<file path="src/rtl/charge_controller.sv">
// charge_controller: coin/credit FSM for the charger. Collects credit under a Timer
// entry window, converts it to charge seconds and counts them down at 1 Hz.
`default_nettype none

module charge_controller #(
   parameter int CLK_HZ       = 1000,
   parameter int SEC_PER_UNIT = 60,
   parameter int MAX_CREDIT   = 20
) (
   input  logic        clk,
   input  logic        reset,
   input  logic [1:0]  coin,
   input  logic        confirm,
   input  logic        cancel,
   input  logic        timer_timing,
   output logic        timer_start,
   output logic [7:0]  credit,
   output logic [15:0] remain,
   output logic        charging,
   output logic        coin_reject,
   output logic        refund,
   output logic [7:0]  refund_amt
);

   localparam int PW = (CLK_HZ > 1) ? $clog2(CLK_HZ) : 1;
   localparam logic [PW-1:0] c_PRESC_LAST  = PW'(CLK_HZ - 1);
   localparam logic [8:0]    c_MAX_CREDIT  = 9'(MAX_CREDIT);
   localparam logic [17:0]   c_REMAIN_CAP  = 18'(MAX_CREDIT * SEC_PER_UNIT);
   localparam logic [15:0]   c_REMAIN_CAP16 = 16'(MAX_CREDIT * SEC_PER_UNIT);

   typedef enum logic [1:0] {
      S_IDLE   = 2'd0,
      S_ENTRY  = 2'd1,
      S_CHARGE = 2'd2
   } state_t;

   state_t        r_state;
   logic [7:0]    r_credit;
   logic [15:0]   r_remain;
   logic          r_charging;
   logic          r_timer_start;
   logic          r_coin_reject;
   logic          r_refund;
   logic [7:0]    r_refund_amt;
   logic [PW-1:0] r_presc;
   logic          r_timing_d;

   logic          w_coin_any;
   logic [2:0]    w_coin_val;
   logic [8:0]    w_credit_sum;
   logic          w_credit_ok;
   logic          w_timeout;
   logic          w_tick;
   logic [15:0]   w_remain_dec;
   logic [16:0]   w_coin_secs;
   logic [17:0]   w_remain_sum;
   logic          w_remain_sat;
   logic [15:0]   w_remain_next;
   logic [15:0]   w_charge_time;

   assign w_coin_any   = |coin;
   assign w_coin_val   = {2'b00, coin[0]} + (coin[1] ? 3'd5 : 3'd0);
   assign w_credit_sum = {1'b0, r_credit} + {6'b0, w_coin_val};
   assign w_credit_ok  = (w_credit_sum <= c_MAX_CREDIT);

   // A fall seen while the restart gap is on the wire is the Timer being re-armed.
   assign w_timeout    = r_timing_d & ~timer_timing & r_timer_start;

   assign w_tick        = (r_presc == c_PRESC_LAST);
   assign w_remain_dec  = (w_tick && (r_remain != 16'd0)) ? (r_remain - 16'd1) : r_remain;
   assign w_coin_secs   = 17'(w_coin_val) * 17'(SEC_PER_UNIT);
   assign w_remain_sum  = 18'(w_remain_dec) + 18'(w_coin_secs);
   assign w_remain_sat  = (w_remain_sum > c_REMAIN_CAP);
   assign w_remain_next = w_remain_sat ? c_REMAIN_CAP16 : w_remain_sum[15:0];
   assign w_charge_time = 16'(r_credit) * 16'(SEC_PER_UNIT);

   always_ff @(posedge clk or posedge reset) begin
      if (reset) begin
         r_state       <= S_IDLE;
         r_credit      <= 8'd0;
         r_remain      <= 16'd0;
         r_charging    <= 1'b0;
         r_timer_start <= 1'b0;
         r_coin_reject <= 1'b0;
         r_refund      <= 1'b0;
         r_refund_amt  <= 8'd0;
         r_presc       <= '0;
         r_timing_d    <= 1'b0;
      end else begin
         r_timing_d    <= timer_timing;
         r_coin_reject <= 1'b0;
         r_refund      <= 1'b0;
         r_refund_amt  <= 8'd0;

         case (r_state)
            S_IDLE: begin
               if (w_coin_any) begin
                  if ({6'b0, w_coin_val} <= c_MAX_CREDIT) begin
                     r_state       <= S_ENTRY;
                     r_credit      <= {5'b0, w_coin_val};
                     r_timer_start <= 1'b1;
                  end else begin
                     r_coin_reject <= 1'b1;
                  end
               end
            end

            S_ENTRY: begin
               if (cancel || (!confirm && w_timeout)) begin
                  r_state       <= S_IDLE;
                  r_refund      <= 1'b1;
                  r_refund_amt  <= r_credit;
                  r_credit      <= 8'd0;
                  r_timer_start <= 1'b0;
               end else if (confirm) begin
                  r_state       <= S_CHARGE;
                  r_remain      <= w_charge_time;
                  r_credit      <= 8'd0;
                  r_charging    <= 1'b1;
                  r_timer_start <= 1'b0;
                  r_presc       <= '0;
               end else begin
                  r_timer_start <= 1'b1;
                  if (w_coin_any) begin
                     if (w_credit_ok) begin
                        r_credit      <= w_credit_sum[7:0];
                        r_timer_start <= 1'b0;
                     end else begin
                        r_coin_reject <= 1'b1;
                     end
                  end
               end
            end

            S_CHARGE: begin
               if (cancel) begin
                  r_state    <= S_IDLE;
                  r_remain   <= 16'd0;
                  r_charging <= 1'b0;
                  r_presc    <= '0;
               end else begin
                  r_presc       <= w_tick ? '0 : (r_presc + 1'b1);
                  r_remain      <= w_remain_next;
                  r_coin_reject <= w_coin_any & w_remain_sat;
                  if (w_remain_next == 16'd0) begin
                     r_state    <= S_IDLE;
                     r_charging <= 1'b0;
                     r_presc    <= '0;
                  end
               end
            end

            default: begin
               r_state       <= S_IDLE;
               r_charging    <= 1'b0;
               r_timer_start <= 1'b0;
            end
         endcase
      end
   end

   assign timer_start = r_timer_start;
   assign credit      = r_credit;
   assign remain      = r_remain;
   assign charging    = r_charging;
   assign coin_reject = r_coin_reject;
   assign refund      = r_refund;
   assign refund_amt  = r_refund_amt;

endmodule

`default_nettype wire

</file>
<file path="config.mk">
export PLATFORM = sky130hd
export DESIGN_NAME = charge_controller
export DESIGN_NICKNAME = d
export VERILOG_FILES = /design/src/rtl/charge_controller.sv
export SDC_FILE = /design/constraint.sdc
export NUM_CORES = 1
export LEC_CHECK = 0
export ABC_AREA = 1
export CORE_ASPECT_RATIO = 1.2
export CORE_UTILIZATION = 27
export CTS_CLUSTER_DIAMETER = 60
export DETAILED_ROUTE_END_ITERATION = 12
export SLEW_MARGIN = 20
export SYNTH_ARGS = -nofsm -noshare
export SYNTH_HDL_FRONTEND = slang
export SYNTH_SLANG_ARGS = --single-unit
</file>
<file path="constraint.sdc">
create_clock -name clk -period 8.5 [get_ports clk]
set_input_delay 1.275 -clock clk [delete_from_list [all_inputs] [get_ports clk]]
set_output_delay 1.275 -clock clk [all_outputs]
set_load 0.05 [all_outputs]
</file>
==> results.toml, run 1 <==
[synthesis]
seq_area_frac_synth = 0.2820
async_flop_share = 1.000
synth_area_um2 = 4348
yosysTopAreaCell = "dfrtp_1"
synthTopCellsByArea = "dfrtp_1 (28%), ha_1 (12%), nand2_1 (12%)"
synth_ff_type = "dfrtp_1"
synthesis.area_per_instance_um2 = 7.562
synth_edf_count = 0
yosys_warnings = 0
yosys.area.top_type_share = 0.2820
ys_ff_latch = 49
yosysUniqueCellTypes = 40
syn_nets = 638
syn_inst = 575

[grt]
overflow = 0
grt_pass1_wl_um = 19080
antenna_found_initial = 0
track_usage = 0.1426
grt_max_degree = 50
grt_pass1_vias = 3792

[setup_path]
rr_worst_depth = 29
worstSetupEndpointType = "flop"
cpMostUsedCell = "nand2_1"
reg2reg_from = "remain[0]"
crit_end = "r_state[1]"
critPathMaxStageDelay_ns = 0.56
crit_path_start = "coin[1]"
reg2reg_slack_ns = 4.07
path_class = "in2reg"
start_kind = "primary input"
cp_slowest_cell = "clkdlybuf4s50_1"
r2r-end = "r_state[1]"
cp_data_required_time_ns = 8.69
crit_path_cell_trace = "clkdlybuf4s50_1, inv_1, ha_1, ha_1, inv_1, fa_1, inv_1, nand3_1, nand2_1, nand2_1, nand2_1, nand2_1, nand2_1, nand3_1, xor2_1, nand2_1, nand2_2, nor2_8, nand2_1, nand2_1, o21bai_4, nand2_1, nand2_1, nand2_1"
arrival_ns = 4.93
crit_fanout = 14

[worst_hold_path]
hold_path_depth = 2
hp-class = "reg2reg"

[cells_and_area]
area_delta_synth_final_pct = 19.11
fin_area_um2 = 5179
layout_commonest_cell = "nand2_1"
num_antenna_cells = 0
drive_gt1_frac = 0.06913
final_cell_mix = "nand2_1 (134), inv_1 (86), nor2_1 (68)"
nets = 684

[timing]
fmax_ghz = 0.2109
finalSetupViolCount = 0
period_needed_ns = 4.741
tightest_slew_ns = 0.6725
period_share = 0.5578
clock_skew_ns = 0.008833
hold_viol_final = 0
relSlewSlack = 0.5517
rsz0062_at_grt = "no"
fin_setup_tns_ns = 0
maxSlewViolCount = 0

[floorplan]
die_x_um = 117.8
placementRows = 50
ios = 43
die_area_um2 = 16620
initial_core_util = 0.2769
fp.coreArea_um2 = 15700
die_y_um = 141.0

[cts]
clkLatencyLatePin_ns = 0.30
htree_levels = 2
cts.sink_count = 49
clk_pin_slew_ns = 0.07
cts_tree = "yes"
cts_root_buf = "clkbuf_16"
cts_setup_buffers = 0
postCtsHoldBufs = 0
cts_buffer_depth = 2
cts_resized = 0
cts_made_buffers = 5

[route]
drt_pre_antenna_iters = 4
ant_nets = 0
wl_per_cell_um = 13.56
drt_iter0_drc = 203
drt-vias-per-instance = 4.601
num_vias = 3819
drc = 0
wirelength_um = 11250

[place]
io_buffer_count = 42
place.detailed.hpwl_um = 8818
place_congestion = 0.8320
placed_area_um2 = 5010

[pwr]
peakVddDrop_mv = 0.1262
power.density_nw_per_um2 = 297.2
p_total_w = 0.001539
power_leakage_nw = 2.524

[run_status]
status = "complete, no violations"

[run]
maxCapViolCount = 0
==> power breakdown <==
group,internal (W),switching [W]
Clock,0.000140,0.0000960
Sequential,0.000279,0.0000779
Combinational,0.000326,0.000620
Total,0.000745,0.000794
==> critical path: cells and delay by family <==
family / cells / cell delay [ns]
and+or+nand+nor: 15 / 1.22
xor gates and xnor gates: 1 / 0.26
buffers and inverters: 4 / 0.82
AOI/OAI and AO/OA: 1 / 0.36
adders and majority gates: 3 / 0.98
==> Yosys cell counts (all sizes together) (2+ instances only) <==
cell type	number
dfrtp	49
o211ai	3
ha	41
fa	15
a21o	2
or2	5
o21a	2
nand2	141
nand3b	4
o31ai	3
clkbuf	3
nand3	38
buf	2
a21oi	13
nand4	4
xnor2	4
xor2	16
o22ai	13
a41oi	2
inv	89
nor3	8
nor2	79
a211oi	3
a31oi	8
o21ai	23
==> area by class of cell <==
class                   count  area (um2)
repair buffers             44       435.4
multi-input cells         431        2750
clock inverters             3       43.79
inverters                  90       337.8
clock buffers               5       125.1
well taps                 208       260.3
flip-flops and latches     49        1226
fillers                  1692       10520
==> flip-flops by register name (all words and copies together) (netlist names) <==
name and cells:
remain 16, r_presc 10, credit 8, refund_amt 8, r_state 2, charging 1, coin_reject 1, r_timing_d 1
refund 1, timer_start 1
==> stage by stage <==
stage,hold WS (ns),setup WS (ns),utilization,cells
finish,0.5171,3.759,0.3298,830
global route,0.5702,3.369,0.3298,830
CTS,0.5268,3.771,0.3298,830
detailed placement,0.5071,3.487,0.3190,822
global placement,0.5092,3.620,0.3190,822
floorplan,0.4665,4.449,-,575
==> metal layers <==
metal / routed length (um) / vias to the layer above / global-route usage
li1: - / 1944 / -
met1: 5384 / 1810 / 0.1900
met2: 5375 / 61 / 0.2412
met3: 435 / 4 / 0.02346
met4: 55 / 0 / 0.03171
met5: 0 / - / 0
==> how the worst min path moves through the flow <==
stage / startpoint / to / slack (ns)
global placement: r_state[0] / r_state[0] / 0.51
finish: charging / charging / 0.52
CTS: r_state[1] / r_state[1] / 0.53
detailed placement: r_state[1] / r_state[1] / 0.51
global route: r_state[0] / r_state[0] / 0.57
floorplan: r_state[1] / r_state[1] / 0.47
==> cell families after synthesis <==
logic type	count (synthesis)	synth area share
adders and majority gates	56	0.1871
buffers and inverters	95	0.08547
and+or+nand+nor	280	0.2961
AOI/OAI and AO/OA	75	0.1091
xor gates and xnor gates	20	0.04029
DFF	49	0.2820
Power figures use the tool's default switching activity.
==> inputs of run 2 (changes only) <==
Clock period 8.5 ns to 4.2 ns, I/O delays scaled along.
==> results.toml, run 2 (synthesized netlist as in run 1, its figures left out) <==
[run_status]
status = "complete, no violations"

[cts]
clk_pin_slew_ns = 0.08
cts_root_buf = "clkbuf_16"
cts_made_buffers = 5
postCtsHoldBufs = 0
cts.sink_count = 49
clkLatencyLatePin_ns = 0.30
cts_tree = "yes"
htree_levels = 2
cts_buffer_depth = 2

[floorplan]
die_x_um = 117.8
die_y_um = 141.0
initial_core_util = 0.2769
fp.coreArea_um2 = 15700
placementRows = 50
ios = 43
die_area_um2 = 16620

[grt]
track_usage = 0.1444
use_met3 = 0.02104
grt_pass1_wl_um = 19020
overflow = 0
grt.met1_usage = 0.1917
grt_max_degree = 31
antenna_found_initial = 0
top_usage_layer = "met2"
grt_pass1_vias = 3766
met2_usage = 0.2433

[worst_hold_path]
hold_path.startpoint = "charging"
hold_path_depth = 2
hold_end = "charging"
hp-class = "reg2reg"

[route]
ant_nets = 0
num_vias = 3849
wirelength_um = 11440
drt_iter0_drc = 265
wl_per_cell_um = 13.41
drt-vias-per-instance = 4.512
drt_pre_antenna_iters = 4
drc = 0

[cells_and_area]
fill_cells = 1672
area_delta_synth_final_pct = 24.20
num_antenna_cells = 0
final_cell_mix = "nand2_1 (133), inv_1 (86), nor2_1 (66)"
largest_register_ff_count = 16
final-seq-area_um2 = 1226
nets = 707
layout_commonest_cell = "nand2_1"
drive_gt1_frac = 0.1194
fin_area_um2 = 5400
multi_input_comb_area_um2 = 2803

[setup_path]
cp_data_required_time_ns = 4.39
reg2reg_from = "r_presc[0]"
crit_path_start = "r_presc[0]"
critPathMaxStageDelay_ns = 0.38
cpMostUsedCell = "nand2_1"
arrival_ns = 4.10
path_class = "reg2reg"
r2r-end = "r_state[1]"
worstSetupEndpointType = "flop"
cp_slowest_cell = "dfrtp_1"
start_kind = "flop"
rr_worst_depth = 32
reg2reg_slack_ns = 0.29
crit_fanout = 4

[place]
place.detailed.hpwl_um = 9021
placed_area_um2 = 5180
io_buffer_count = 42
place_congestion = 0.8657
pre_cts_ws_ns = 0.04172

[timing]
relSlewSlack = 0.6477
hold_viol_final = 0
fmax_ghz = 0.2559
period_needed_ns = 3.908
layout_setup_ws_ns = 0.2916
tightest_slew_ns = 0.5265
maxSlewViolCount = 0
period_share = 0.9306
clock_skew_ns = 0.009029
fin_setup_tns_ns = 0
finalSetupViolCount = 0
holdWs_ns = 0.5008

[run]
maxCapViolCount = 0

[pwr]
peakVddDrop_mv = 0.2417
combPwrFrac = 0.662
power_leakage_nw = 2.631
intPower_w = 0.001585
power.density_nw_per_um2 = 603.3
clkPwrFrac = 0.131
swShare = 0.5135
p_switching_w = 0.001673
pwr-share-seq = 0.207
run 2: what timing repair did:
item                                    in CTS  in global routing
gates cloned                                 0                  0
resized for setup                            1                 15
buffers inserted                             0                  2
pin swaps                                    0                  4
endpoints found under the setup margin       1                 23
run 2: per-stage QoR:
step                      total power (W)    util  instances
final                            0.003258  0.3439        853
after global routing             0.003528  0.3439        853
after CTS                        0.003233  0.3394        851
after detailed placement         0.002785  0.3299        843
after global placement           0.002780  0.3299        843
after floorplan                  0.002121       -        575
run 2: area by class of cell:
type	instances	area share
Clock buffer	5	0.02317
Clock inverter	3	0.004634
Inverter	90	0.06302
Multi-Input combinational cell	431	0.5190
Sequential cell	49	0.2271
Tap cell	208	0.04819
Timing Repair Buffer	67	0.1149
run 2: power by group through the flow:
stage                     clock network (W)  registers (W)  logic (W)
after floorplan                           0       0.000944    0.00118
after global placement                    0       0.000684    0.00210
after detailed placement                  0       0.000685    0.00210
after CTS                          0.000440       0.000678    0.00212
after global routing               0.000456       0.000690    0.00238
final                              0.000425       0.000675    0.00216
run 2: critical path: cells and delay by family, from the launching register on:
kind	cells	cell delay, ns
fa+ha+maj	2	0.42
simple gates	23	2.12
compound gates	2	0.25
xor+xnor	1	0.15
flops	1	0.38
buf+inv	4	0.49
run 2: worst max-delay path by stage:
stage / end / slack (ns)
after floorplan: r_presc[0] / 0.15
after global placement: remain[9] / 0.001
after detailed placement: remain[9] / 0.04
after CTS: r_state[0] / 0.03
after global routing: charging / -0.007
final: r_state[1] / 0.29
run 2: metal layers:
layer  part of all wire  vias to the layer above
li1                   -                     1982
met5                  0                        -
met1               0.49                     1784
met4              0.013                        0
met2               0.47                       72
met3              0.032                       11
==> inputs of run 3 (changes only) <==
Settings changed: CORE_ASPECT_RATIO 1.2 to unset.
==> results.toml, run 3 (synthesized netlist as in run 1, its figures left out) <==
[grt]
grt_pass1_wl_um = 19220
antenna_found_initial = 0
grt_pass1_vias = 3783
overflow = 0
track_usage = 0.1462
grt_max_degree = 31

[cells_and_area]
area_delta_synth_final_pct = 31.60
final-seq-area_um2 = 1226
fill_cells = 1624
multi_input_comb_area_um2 = 2957
fin_area_um2 = 5722
num_antenna_cells = 0
nets = 721
final_cell_mix = "nand2_1 (118), inv_1 (83), nor2_1 (61)"
layout_commonest_cell = "nand2_1"
stdcell_count = 875
drive_gt1_frac = 0.1897
largest_register_ff_count = 16

[setup_path]
worstSetupEndpointType = "flop"
cpMostUsedCell = "nand2_2"
critPathMaxStageDelay_ns = 0.38
cp_data_required_time_ns = 4.37
path_class = "reg2reg"
cp_slowest_cell = "dfrtp_1"
start_kind = "flop"
crit_fanout = 6
rr_worst_depth = 30
arrival_ns = 4.13

[cts]
htree_levels = 2
cts.sink_count = 49
cts_root_buf = "clkbuf_16"
clk_pin_slew_ns = 0.07
clkLatencyLatePin_ns = 0.29
cts_tree = "yes"
cts_buffer_depth = 2
cts_made_buffers = 5

[floorplan]
die_x_um = 128.9
die_area_um2 = 16620
ios = 43
initial_core_util = 0.2747
die_y_um = 128.9
placementRows = 46
fp.coreArea_um2 = 15830

[timing]
finalSetupViolCount = 0
fmax_ghz = 0.2526
clock_skew_ns = 0.006630
rsz0062_at_grt = "yes"
fin_setup_tns_ns = 0
maxSlewViolCount = 0
tightest_slew_ns = 0.5437
hold_viol_final = 0
period_share = 0.9424
relSlewSlack = 0.6362
period_needed_ns = 3.958
holdWs_ns = 0.4969

[route]
ant_nets = 0
drt-vias-per-instance = 4.526
drt_iter0_drc = 202
wl_per_cell_um = 13.46
drc = 0
drt_pre_antenna_iters = 4
num_vias = 3960
wirelength_um = 11780

[pwr]
power_leakage_nw = 2.745
peakVddDrop_mv = 0.2483
pwr-share-seq = 0.199
swShare = 0.5039
p_switching_w = 0.001735
power.density_nw_per_um2 = 601.9
combPwrFrac = 0.663
intPower_w = 0.001709
clkPwrFrac = 0.138

[place]
placed_cells_incl_taps = 851
place_congestion = 0.8499
io_buffer_count = 42
placed_area_um2 = 5190
place.detailed.hpwl_um = 8993

[run]
maxCapViolCount = 0

[worst_hold_path]
hp-class = "reg2reg"
hold_path_depth = 2

[run_status]
status = "complete, no violations"
run 3: cell count changes in the layout (fill, tap and decap cells not counted), sizes merged:
cell,before,now
buf,25,38
inv,90,89
clkbuf,5,6
bufinv,0,1
run 3: cell type report:
cell class              instances  area share
clock buffers                   5     0.02187
multi-input cells             431      0.5167
well taps                     216     0.04723
flip-flops and latches         49      0.2143
inverters                      90     0.05904
repair buffers                 81      0.1327
clock inverters                 3    0.008091
run 3: per-stage QoR:
| step | util | power, W | setup WS [ns] |
|---|---|---|---|
| 2_1_floorplan | - | 0.002121 | 0.1491 |
| 3_3_place_gp | 0.3279 | 0.002745 | 0.03156 |
| 3_5_place_dp | 0.3279 | 0.002743 | -0.002076 |
| 4_1_cts | 0.3391 | 0.003230 | 0.01582 |
| 5_1_grt | 0.3615 | 0.003722 | -0.03653 |
| 6_report | 0.3615 | 0.003444 | 0.2418 |
run 3: path summary, 6_finish.rpt:
path	startpoint	end	slack, ns
hold / removal	charging	charging	0.50
hold reg to reg	charging	charging	0.50
setup reg to reg	r_presc[0]	r_presc[6]	0.24
max in group asynchronous	reset	coin_reject	2.76
setup / recovery	r_presc[0]	r_presc[6]	0.24
min in group asynchronous	reset	refund	0.66
run 3: layer usage:
| metal | part of all wire | vias up | track usage | wire (um) |
|---|---|---|---|---|
| met3 | 0.039 | 4 | 0.02328 | 459 |
| met5 | 0 | - | 0 | 0 |
| met1 | 0.51 | 1878 | 0.2124 | 5982 |
| li1 | - | 2009 | - | - |
| met4 | 0.0036 | 0 | 0.02007 | 42 |
| met2 | 0.45 | 69 | 0.2324 | 5293 |
run 3: repair_timing:
item,4_1_cts,5_1_grt
pin swaps,0,16
endpoints found under the setup margin,13,23
resized for setup,1,56
gates cloned,0,1
hold buffers,0,0
buffers inserted,0,15
run 3: worst max-delay path, delay by kind of cell (launching register included):
family	cells	cell delay (ns)
adders and majority gates	2	0.48
and+or+nand+nor	20	1.81
DFF	1	0.38
buffers and inverters	4	0.52
xor gates and xnor gates	1	0.20
AOI/OAI and AO/OA	3	0.44
run 3: power by group through the flow:
stage | registers, W | logic [W] | clock network, W
2_1_floorplan | 0.000944 | 0.00118 | 0
3_3_place_gp | 0.000689 | 0.00206 | 0
3_5_place_dp | 0.000691 | 0.00205 | 0
4_1_cts | 0.000683 | 0.00206 | 0.000485
5_1_grt | 0.000700 | 0.00252 | 0.000502
6_report | 0.000685 | 0.00228 | 0.000477
